File: config.mk
export PLATFORM = sky130hd
export DESIGN_NAME = muldiv_seq
export DESIGN_NICKNAME = d
export VERILOG_FILES = /design/src/rtl/muldiv_pkg.sv /design/src/rtl/muldiv_seq.sv
export SDC_FILE = /design/constraint.sdc
export NUM_CORES = 1
export LEC_CHECK = 0
export CAP_MARGIN = 20
export CORE_ASPECT_RATIO = 1.25
export CORE_MARGIN = 2
export CORE_UTILIZATION = 44
export CTS_BUF_LIST = sky130_fd_sc_hd__clkbuf_16
export CTS_CLUSTER_DIAMETER = 60
export DETAILED_ROUTE_END_ITERATION = 16
export GPL_ROUTABILITY_DRIVEN = 0
export PLACE_DENSITY = 0.65
export SYNTH_ARGS = -nofsm -noshare
export SYNTH_HDL_FRONTEND = slang
export SYNTH_SLANG_ARGS = --single-unit
File: constraint.sdc
create_clock -name clk -period 7.14 [get_ports clk]
set_clock_uncertainty 0.1 [all_clocks]
set_input_delay 1.428 -clock clk [delete_from_list [all_inputs] [get_ports clk]]
set_output_delay 1.428 -clock clk [all_outputs]
set_load 0.02 [all_outputs]
File: src/rtl/muldiv_pkg.sv
// Shared definitions for the iterative multiply/divide sequencer.
package muldiv_pkg;

    localparam int unsigned ITERATIONS = 32;
    localparam int unsigned CNT_W      = $clog2(ITERATIONS);

    typedef enum logic [1:0] {
        OP_UMULL = 2'b00,
        OP_SMULL = 2'b01,
        OP_UDIV  = 2'b10,
        OP_RSVD  = 2'b11
    } op_e;

    typedef enum logic [1:0] {
        S_IDLE = 2'b00,
        S_CALC = 2'b01,
        S_FIX  = 2'b10,
        S_DONE = 2'b11
    } state_e;

endpackage

File: src/rtl/muldiv_seq.sv
// Fixed-latency shift/add multiplier and restoring divider sharing one
// (WIDTH+1)-bit adder; 32 CALC steps, one FIX step, then a one-cycle Done.
module muldiv_seq
    import muldiv_pkg::*;
#(
    parameter int unsigned WIDTH = 32
) (
    input  logic             clk,
    input  logic             reset,
    input  logic             Start,
    input  logic [1:0]       Op,
    input  logic [WIDTH-1:0] SrcA,
    input  logic [WIDTH-1:0] SrcB,
    output logic             Busy,
    output logic             Done,
    output logic [WIDTH-1:0] Result,
    output logic [WIDTH-1:0] Result2,
    output logic             DivByZero
);

    localparam int unsigned AW = WIDTH + 1;

    state_e               state_q;
    op_e                  op_q;
    logic [CNT_W-1:0]     cnt_q;
    logic                 neg_q;
    logic                 zdiv_q;
    logic [WIDTH-1:0]     opb_q;
    logic [WIDTH-1:0]     hi_q;
    logic [WIDTH-1:0]     lo_q;
    logic [WIDTH-1:0]     res_q;
    logic [WIDTH-1:0]     res2_q;
    logic                 busy_q;
    logic                 done_q;
    logic                 dbz_q;

    logic [AW-1:0]        add_a;
    logic [AW-1:0]        add_b;
    logic                 add_cin;
    logic [AW-1:0]        add_sum;
    logic [AW-1:0]        mul_hi;
    logic [WIDTH-1:0]     hi_d;
    logic [WIDTH-1:0]     lo_d;
    logic [2*WIDTH-1:0]   acc_neg;
    logic                 accept;

    function automatic logic [WIDTH-1:0] mag(input logic [WIDTH-1:0] v);
        return v[WIDTH-1] ? WIDTH'(-v) : v;
    endfunction

    assign accept = Start && (Op != OP_RSVD);

    // Shared adder: hi+multiplicand for multiply, {rem,msb}-divisor for divide
    always_comb begin
        add_a   = {1'b0, hi_q};
        add_b   = {1'b0, opb_q};
        add_cin = 1'b0;
        if (op_q == OP_UDIV) begin
            add_a   = {hi_q, lo_q[WIDTH-1]};
            add_b   = ~{1'b0, opb_q};
            add_cin = 1'b1;
        end
        add_sum = add_a + add_b + AW'(add_cin);
    end

    // One iteration of the accumulator update
    always_comb begin
        mul_hi = lo_q[0] ? add_sum : {1'b0, hi_q};
        hi_d   = mul_hi[WIDTH:1];
        lo_d   = {mul_hi[0], lo_q[WIDTH-1:1]};
        if (op_q == OP_UDIV) begin
            if (!add_sum[WIDTH]) begin
                hi_d = add_sum[WIDTH-1:0];
                lo_d = {lo_q[WIDTH-2:0], 1'b1};
            end else begin
                hi_d = add_a[WIDTH-1:0];
                lo_d = {lo_q[WIDTH-2:0], 1'b0};
            end
        end
    end

    assign acc_neg = (2*WIDTH)'(-{hi_q, lo_q});

    always_ff @(posedge clk or posedge reset) begin
        if (reset) begin
            state_q <= S_IDLE;
            op_q    <= OP_UMULL;
            cnt_q   <= '0;
            neg_q   <= 1'b0;
            zdiv_q  <= 1'b0;
            opb_q   <= '0;
            hi_q    <= '0;
            lo_q    <= '0;
            res_q   <= '0;
            res2_q  <= '0;
            busy_q  <= 1'b0;
            done_q  <= 1'b0;
            dbz_q   <= 1'b0;
        end else begin
            case (state_q)
                S_IDLE, S_DONE: begin
                    done_q <= 1'b0;
                    if (accept) begin
                        state_q <= S_CALC;
                        busy_q  <= 1'b1;
                        op_q    <= op_e'(Op);
                        cnt_q   <= '0;
                        hi_q    <= '0;
                        neg_q   <= 1'b0;
                        zdiv_q  <= (Op == OP_UDIV) && (SrcB == '0);
                        // lo holds the multiplier or dividend, opb the multiplicand or divisor
                        if (Op == OP_SMULL) begin
                            lo_q  <= mag(SrcB);
                            opb_q <= mag(SrcA);
                            neg_q <= SrcA[WIDTH-1] ^ SrcB[WIDTH-1];
                        end else if (Op == OP_UDIV) begin
                            lo_q  <= SrcA;
                            opb_q <= SrcB;
                        end else begin
                            lo_q  <= SrcB;
                            opb_q <= SrcA;
                        end
                    end else begin
                        state_q <= S_IDLE;
                    end
                end
                S_CALC: begin
                    hi_q  <= hi_d;
                    lo_q  <= lo_d;
                    cnt_q <= cnt_q + CNT_W'(1);
                    if (cnt_q == CNT_W'(ITERATIONS - 1)) begin
                        state_q <= S_FIX;
                    end
                end
                S_FIX: begin
                    if ((op_q == OP_SMULL) && neg_q) begin
                        {res2_q, res_q} <= acc_neg;
                    end else begin
                        {res2_q, res_q} <= {hi_q, lo_q};
                    end
                    dbz_q   <= zdiv_q;
                    state_q <= S_DONE;
                    busy_q  <= 1'b0;
                    done_q  <= 1'b1;
                end
                default: state_q <= S_IDLE;
            endcase
        end
    end

    assign Busy      = busy_q;
    assign Done      = done_q;
    assign Result    = res_q;
    assign Result2   = res2_q;
    assign DivByZero = dbz_q;

endmodule

# Word-level counts from Yosys, hierarchy flattened
# Index checks and enable logic that the tools add are counted.
# Widths: inputs -> output; s select.
[totals]
reg_bits = 174
latchBits = 0
mem_bits_rw = 0
rom_bits = 0
inputBits = 69
output_inout_bits = 67
word_cells = 72
n_memories = 0
[classes]
add_sub_neg = 6
n_mul = 0
div_mod_pow = 0
magnitude_cmp = 0
eq_ne = 11
n_shift = 0
n_mux = 29
n_bitwise = 2
reduce_logical = 11
[op_table]
columns = ["operator", "count"]
rows = [
  ["$mux 32", 13],
  ["$pmux 32 s2", 2],
  ["$mux 33", 3],
  ["$neg 32->32", 2],
  ["$neg 64->64", 1],
  ["$add 33x1->33", 1],
  ["$add 33x33->33", 1],
  ["$not 32->33", 1],
  ["$logic_not 32->1", 1],
  ["$pmux 5 s2", 1],
  ["$eq 2x2->1 const B", 4],
  ["$eq 2x1->1 const B", 3],
  ["$ne 2x2->1 const B", 3],
  ["$pmux 2 s3", 1],
  ["$reduce_and 2->1", 3],
  ["$add 5x1->5 const B", 1],
  ["$eq 5x5->1 const B", 1],
  ["$mux 1", 5],
  ["$mux 5", 1],
  ["$pmux 1 s2", 2],
  ["$reduce_bool 2->1", 2],
  ["$logic_and 1x1->1", 3],
  ["$logic_not 2->1", 1],
  ["$mux 2", 1],
  ["other kinds (2)", 2],
]

# Longest topological paths before layout
# Gate-level depths: netlist of the first run.
[logic_depth]
word_depth = 7
ltp_mapped = 19
mapped_depth_nobuf = 13

# Worst setup path before layout of the first run
# OpenSTA, ideal clock, no wires.
[synth_timing]
path_kind = "reg-to-reg"
from = "register op_q[0]"
to = "register hi_q[10]"
setup_ns = 0.142
arrival_ns = 4.430
required_time_ns = 6.898
path_slack_ns = 2.467
path_stages_with_launch = 18
path_buffers = 6
period_less_slack_ns = 4.673
path_cell_list = "dfrtp_1 -> nand2b_1 -> clkbuf_1 -> clkbuf_1 -> clkbuf_1 -> buf_1 -> xnor2_1 -> fa_1 -> a211oi_1 -> o211ai_1 -> a22oi_1 -> o21ai_1 -> or3_1 -> buf_2 -> nand2_2 -> buf_4 -> mux2i_1 -> o221ai_1"
[synth_between]
elab_chain_len = 7
word_cells_on_any_way = 10
classes_between = "add/sub: 2; eq/ne: 1; mux: 7"
[synth_lines]
columns = ["element", "line", "text"]
rows = [
  ["start: declaration", "muldiv_seq.sv:24", "op_e op_q;"],
  ["start signal: assignment", "muldiv_seq.sv:106", "op_q <= op_e'(Op);"],
  ["$eq 2x2->1 *", "muldiv_seq.sv:58, muldiv_seq.sv:71", ""],
  ["$mux 33", "muldiv_seq.sv:58", "if (op_q == OP_UDIV) begin"],
  ["$add 33x33->33", "muldiv_seq.sv:63", "add_sum = add_a + add_b + AW'(add_cin);"],
  ["$add 33x1->33", "muldiv_seq.sv:63", ""],
  ["$mux 33 / $mux 32 (equally long branches)", "muldiv_seq.sv:68, muldiv_seq.sv:72", ""],
  ["$mux 32 *", "muldiv_seq.sv:71", "if (op_q == OP_UDIV) begin"],
  ["$pmux 32 s2 *", "muldiv_seq.sv:100", "case (state_q)"],
  ["end signal: assignment", "muldiv_seq.sv:128", "hi_q <= hi_d;"],
  ["end: declaration", "muldiv_seq.sv:29", "logic [WIDTH-1:0] hi_q;"],
]
# Every way passes the cells marked *; elsewhere a longest branch is shown, timed or not.
# A chain may end at the register's enable or synchronous reset.

# Worst setup path in the final report of the first run
[layout_timing]
from = "register op_q[0]"
to = "register hi_q[18]"
# Same word-level chain as after synthesis.

==> out/results.ini, run 1 <==
[timing]
max_slew_margin = 0.253
fmax_ghz = 0.200
post-route-min-period_ns = 5.01
maxSlewViolCount = 0
fin_setup_tns_ns = 0
worstMarginPinSlew_ns = 1.09
whs_ns = 0.384
setup_viol = 0
min_period_over_period = 0.701
rsz0062_at_grt = false
hold_violations = 0

[power_and_ir_drop]
p_int_uw = 4100
switching_share = 0.518
power_frac_clock = 0.109
power_frac_seq = 0.244
finalPower_uw = 8490
vdd_drop_max_v = 0.000243
p_switching_uw = 4400
comb_power_share = 0.647
power_density_mw_per_mm2 = 519
leakagePower_uw = 0.00663

[logic_synthesis]
synth_warnings = 0
dominantRegCellSynth = dfrtp_1
synth_edf_count = 0
synth-async-reset-ratio = 1.00
ys_types = 81
postSynthCellCount = 1851
seq_area_frac_synth = 0.304
ys_seq_elements = 174
syn_avg_cell_area_um2 = 7.74
synth_nets = 1960
synth_area_mm2 = 0.0143

[routing]
wirelength_um = 46400
drtIter0Drc = 1424
vias_per_cell = 6.07
route.detailed.drc = 0
drt-pass1-iter-count = 5
vias = 13900
wl_per_cell_um = 20.2
ant_nets = 0

[place]
hpwl_um = 34900
io_buffers = 135
placed_area_mm2 = 0.0157

[clocking]
cts_made_buffers = 17
postCtsHoldBufs = 0
path_clk_slew_ns = 0.07
cts-root-buf = clkbuf_16
htree_levels = 4
ctsResizeCount = 0
clockBufferDepth = 2
cts_tree = built
numClockSinks = 174
cts_setup_buffers = 0
clk_latency_ns = 0.44

[global_route]
antenna_found_initial = 0
grt_usage = 0.274
grt_max_degree = 110
grt_pass1_wl_um = 72600
gr-total-overflow = 0
grt_pass1_vias = 12900

[hold_path]
min-delay-start = cnt_q[4]
holdPathStages = 2
hp-class = flop to flop
whs_endpoint = cnt_q[4]

[floorplanning]
start_util = 0.448
die-area_mm2 = 0.0340
fp.dieW_um = 165
rows = 73
pin_count = 136
die_h_um = 206
core_mm2 = 0.0320

[flow_run]
maxCapViolations = 0

[setup_path]
cp.required_ns = 7.36
reg2reg_slack_ns = 2.13
r2r_end = hi_q[18]
r2r_cells = 13
critPathTopFamily = simple AND/OR/NAND/NOR gates
endpoint_kind = flop
critical_path_class = flop to flop
critPathMaxStageDelay_ns = 0.61
slowest_stage = nand2b_4
cp-start-kind = flop
path_max_fanout = 71
path_cells = nand2b_4 -> buf_4 -> nand2_1 -> nand2_1 -> fa_1 -> a211oi_1 -> o211ai_1 -> a22oi_1 -> o21ai_1 -> or3_1 -> nand2_2 -> a211oi_1 -> o32ai_1
rr_startpoint = op_q[0]
cp_num_buf_inv = 1
worstPathArrival_ns = 5.23

[layout]
nets = 1978
mostFrequentLayoutCell = nand2_1
finalInstanceArea_mm2 = 0.0163
final_cell_mix = 269 x nand2_1, 177 x a21oi_1, 173 x dfrtp_1
insertedDiodeCount = 0
n_fill_cell = 3115
final_layout_size_suffix_gt1_frac = 0.0489
area_growth_syn_to_layout_pct = 14.1
fin_util = 0.511

[run_status]
outcome = finished clean

-- how the worst max path moves through the flow --
stage	slack, ns	cells after the start	from	to
after floorplan	0.90	1	reset	Busy
after global placement	2.36	9	SrcB[5]	lo_q[24]
after detailed placement	2.19	13	op_q[0]	hi_q[11]
after CTS	2.16	13	op_q[0]	hi_q[11]
after global routing	1.79	13	op_q[0]	hi_q[11]
final	2.13	13	op_q[0]	hi_q[18]
-- cells by family (layout without fill, tap and decap cells) --
| group | Yosys count | in the layout | synth area share |
|---|---|---|---|
| simple gates | 645 | 645 | 0.206 |
| compound gates | 557 | 557 | 0.244 |
| buf+inv | 187 | 218 | 0.0502 |
| flops | 174 | 174 | 0.304 |
| xor+xnor | 169 | 169 | 0.103 |
| mux | 79 | 79 | 0.0568 |
| fa+ha+maj | 40 | 40 | 0.0355 |
-- metrics by stage --
step                      worst slack [ns]  std cells
after detailed placement              2.19       2261
final                                 2.13       2294
after global placement                2.36       2261
after global routing                  1.79       2294
after floorplan                      0.895       1851
after CTS                             2.16       2293
-- power groups by stage --
stage / clock network [uW] / registers, uW / logic, uW
2_1_floorplan: 0 / 1960 / 3940
3_3_place_gp: 0 / 2060 / 5310
3_5_place_dp: 0 / 2080 / 5400
4_1_cts: 938 / 2060 / 5420
5_1_grt: 981 / 2140 / 6050
6_report: 924 / 2070 / 5500
-- layer usage --
| metal | part of all wire | GRT usage | wire (um) | up-vias |
|---|---|---|---|---|
| li1 | - | - | - | 6664 |
| met1 | 0.44 | 0.381 | 20500 | 6548 |
| met2 | 0.45 | 0.424 | 20700 | 610 |
| met3 | 0.065 | 0.0367 | 3030 | 96 |
| met4 | 0.048 | 0.125 | 2230 | 0 |
| met5 | 0 | 0 | 0 | - |
-- flip-flops by register name, summed over array words and instances (netlist names) --
register,cells
Busy,1
DivByZero,1
Done,1
Result,32
Result2,32
cnt_q,5
hi_q,32
lo_q,32
neg_q,1
op_q,2
opb_q,32
state_q,2
zdiv_q,1
-- Yosys cell counts (all sizes together), types with 24 or more instances --
cell type / n / area [um^2]
nand3: 51 / 255
xor2: 61 / 534
o21ai: 146 / 731
dfrtp: 174 / 4350
a211oi: 24 / 180
nor2: 165 / 619
inv: 32 / 120
clkbuf: 121 / 455
ha: 39 / 488
xnor2: 108 / 946
nand2: 270 / 1020
nor3: 30 / 155
buf: 33 / 140
mux2i: 61 / 611
a21oi: 178 / 895
-- area by class of cell --
| class | instances | area, um^2 | share of cell area |
|---|---|---|---|
| Clock buffer | 17 | 425 | 0.0260 |
| Clock inverter | 15 | 146 | 0.00896 |
| Inverter | 33 | 129 | 0.00788 |
| Multi-Input combinational cell | 1490 | 9280 | 0.568 |
| Sequential cell | 174 | 4360 | 0.266 |
| Tap cell | 412 | 515 | 0.0315 |
| Timing Repair Buffer | 153 | 1500 | 0.0915 |
-- tightest hold or removal path: stages (launching register included) --
cell and delay [ns]:
dfrtp_1 0.35, nand2_1 0.05, nand2_1 0.05
No activity file was read; power rests on OpenSTA's default activity.
==> run 2, diff against run 1 <==
--- a/config.mk
+++ b/config.mk
@@ -13,7 +13,7 @@
 export CTS_CLUSTER_DIAMETER = 60
 export DETAILED_ROUTE_END_ITERATION = 16
 export GPL_ROUTABILITY_DRIVEN = 0
-export PLACE_DENSITY = 0.65
+export PLACE_DENSITY = 0.67
 export SYNTH_ARGS = -nofsm -noshare
 export SYNTH_HDL_FRONTEND = slang
 export SYNTH_SLANG_ARGS = --single-unit
==> constraint.sdc (replaced) <==
create_clock -name clk -period 4.4 [get_ports clk]
set_clock_uncertainty 0.1 [all_clocks]
set_input_delay 0.88 -clock clk [delete_from_list [all_inputs] [get_ports clk]]
set_output_delay 0.88 -clock clk [all_outputs]
set_load 0.02 [all_outputs]
==> run 2 against run 1 <==
Compared with the run above: critical path depth is the same; clock power grew 72%; utilization grew 0.99 points; hold slack lost 0.0021 ns; critical endpoint is now hi_q[9]; largest power group unchanged.
==> out/results.ini, run 2 (synthesized netlist as in run 1, its figures left out) <==
[run_status]
outcome = finished clean

[layout]
register_area_mm2 = 0.00435
mostFrequentLayoutCell = nand2_1
nets = 2013
final_cell_mix = 269 x nand2_1, 177 x a21oi_1, 174 x dfrtp_1
multi_input_area_mm2 = 0.00929
insertedDiodeCount = 0
n_fill_cell = 3073
area_growth_syn_to_layout_pct = 16.4
final_layout_size_suffix_gt1_frac = 0.0678

[floorplanning]
start_util = 0.448
die_h_um = 206
pin_count = 136
core_mm2 = 0.0320
rows = 73
die-area_mm2 = 0.0340
fp.dieW_um = 165

[timing]
fmax_ghz = 0.243
setup_viol = 0
min_period_over_period = 0.936
fin_setup_tns_ns = 0
max_slew_margin = 0.411
hold_violations = 0
post-route-min-period_ns = 4.12
rsz0062_at_grt = false
worstMarginPinSlew_ns = 0.884
maxSlewViolCount = 0

[routing]
vias = 14200
wl_met1_um = 20100
top_layer_used = met4
drtIter0Drc = 1503
met2_length_um = 21000
route.detailed.drc = 0
route.met3.wl_um = 3600
wl_per_cell_um = 20.0
wirelength_um = 46700
vias_per_cell = 6.08
drt-pass1-iter-count = 6
ant_nets = 0

[global_route]
grt_pass1_wl_um = 73700
antenna_found_initial = 0
grt_usage = 0.279
gr-total-overflow = 0
grt_max_degree = 88
grt_pass1_vias = 13200

[place]
hpwl_um = 35300
io_buffers = 135

[power_and_ir_drop]
vdd_drop_max_v = 0.000403
power_density_mw_per_mm2 = 852
leakagePower_uw = 0.00683
finalPower_uw = 14200

[setup_path]
critical_path_class = flop to flop
r2r_end = hi_q[9]
cp.required_ns = 4.61
r2r_cells = 13
worstPathArrival_ns = 4.32
reg2reg_slack_ns = 0.28
path_max_fanout = 10
cp-start-kind = flop
endpoint_kind = flop
rr_startpoint = op_q[0]

[clocking]
postCtsHoldBufs = 0
path_clk_slew_ns = 0.07
numClockSinks = 174
clockBufferDepth = 2
cts_made_buffers = 17
cts_tree = built
cts-root-buf = clkbuf_16
clk_latency_ns = 0.46
htree_levels = 4

[hold_path]
min-delay-start = cnt_q[4]
holdPathStages = 2
hp-class = flop to flop
whs_endpoint = cnt_q[4]

[flow_run]
maxCapViolations = 0

[run 2: cell count changes in the layout (fill, tap and decap cells not counted), sizes merged]
cell / previous run / this run
nand2b: 12 / 13
inv: 35 / 38
buf: 20 / 54
clkinv: 9 / 6
[run 2: layout make-up]
| type | count | area share |
|---|---|---|
| Clock buffer | 17 | 0.0255 |
| Multi-Input combinational cell | 1491 | 0.558 |
| Sequential cell | 174 | 0.261 |
| Clock inverter | 15 | 0.0107 |
| Timing Repair Buffer | 187 | 0.106 |
| Inverter | 33 | 0.00766 |
| Tap cell | 412 | 0.0309 |
[run 2: metal layers]
metal / vias up / track usage
li1: 6748 / -
met1: 6645 / 0.391
met2: 653 / 0.425
met3: 120 / 0.0389
met4: 0 / 0.126
met5: - / 0
[run 2: where the power goes]
group	total (uW)	internal [uW]	leakage [uW]	switching (uW)
clock network	1590	858	0.000295	735
registers	3320	2360	0.00215	951
logic	9290	3650	0.00438	5640
[run 2: timing repair]
action | CTS | global route
buffers inserted | 0 | 0
hold endpoints to repair | 0 | 0
setup endpoints to repair | 0 | 18
resized for setup | 0 | 1
[run 2: worst max-delay path, stage by stage, from the launching register on]
cell      delay (ns)
dfrtp_1         0.45
nand2b_2        0.36
nand2_1         0.13
nand2_1         0.10
fa_1            0.49
a211oi_1        0.39
o211ai_1        0.19
a22oi_2         0.29
o21ai_1         0.20
or3_1           0.45
nand2_2         0.22
buf_4           0.26
mux2i_1         0.21
o221ai_1        0.14
[run 2: worst max path at each step]
| stage | start | to | slack (ns) | depth (start not counted) |
|---|---|---|---|---|
| floorplan | op_q[0] | hi_q[10] | 0.04 | 17 |
| global placement | op_q[0] | hi_q[10] | 0.25 | 14 |
| detailed placement | op_q[0] | hi_q[9] | 0.16 | 14 |
| CTS | op_q[0] | hi_q[9] | 0.14 | 14 |
| global route | op_q[0] | hi_q[9] | 0.02 | 14 |
| finish | op_q[0] | hi_q[9] | 0.28 | 13 |
[run 2: per-stage QoR]
stage	worst slack [ns]	cell area (um^2)	instances	hold WS, ns	utilization
after CTS	0.137	16600	2328	0.384	0.521
after global placement	0.254	16000	2296	0.356	0.502
final	0.282	16700	2329	0.382	0.521
after detailed placement	0.162	16000	2296	0.368	0.502
after global routing	0.0209	16700	2329	0.430	0.521
after floorplan	0.0361	14300	1851	0.345	-
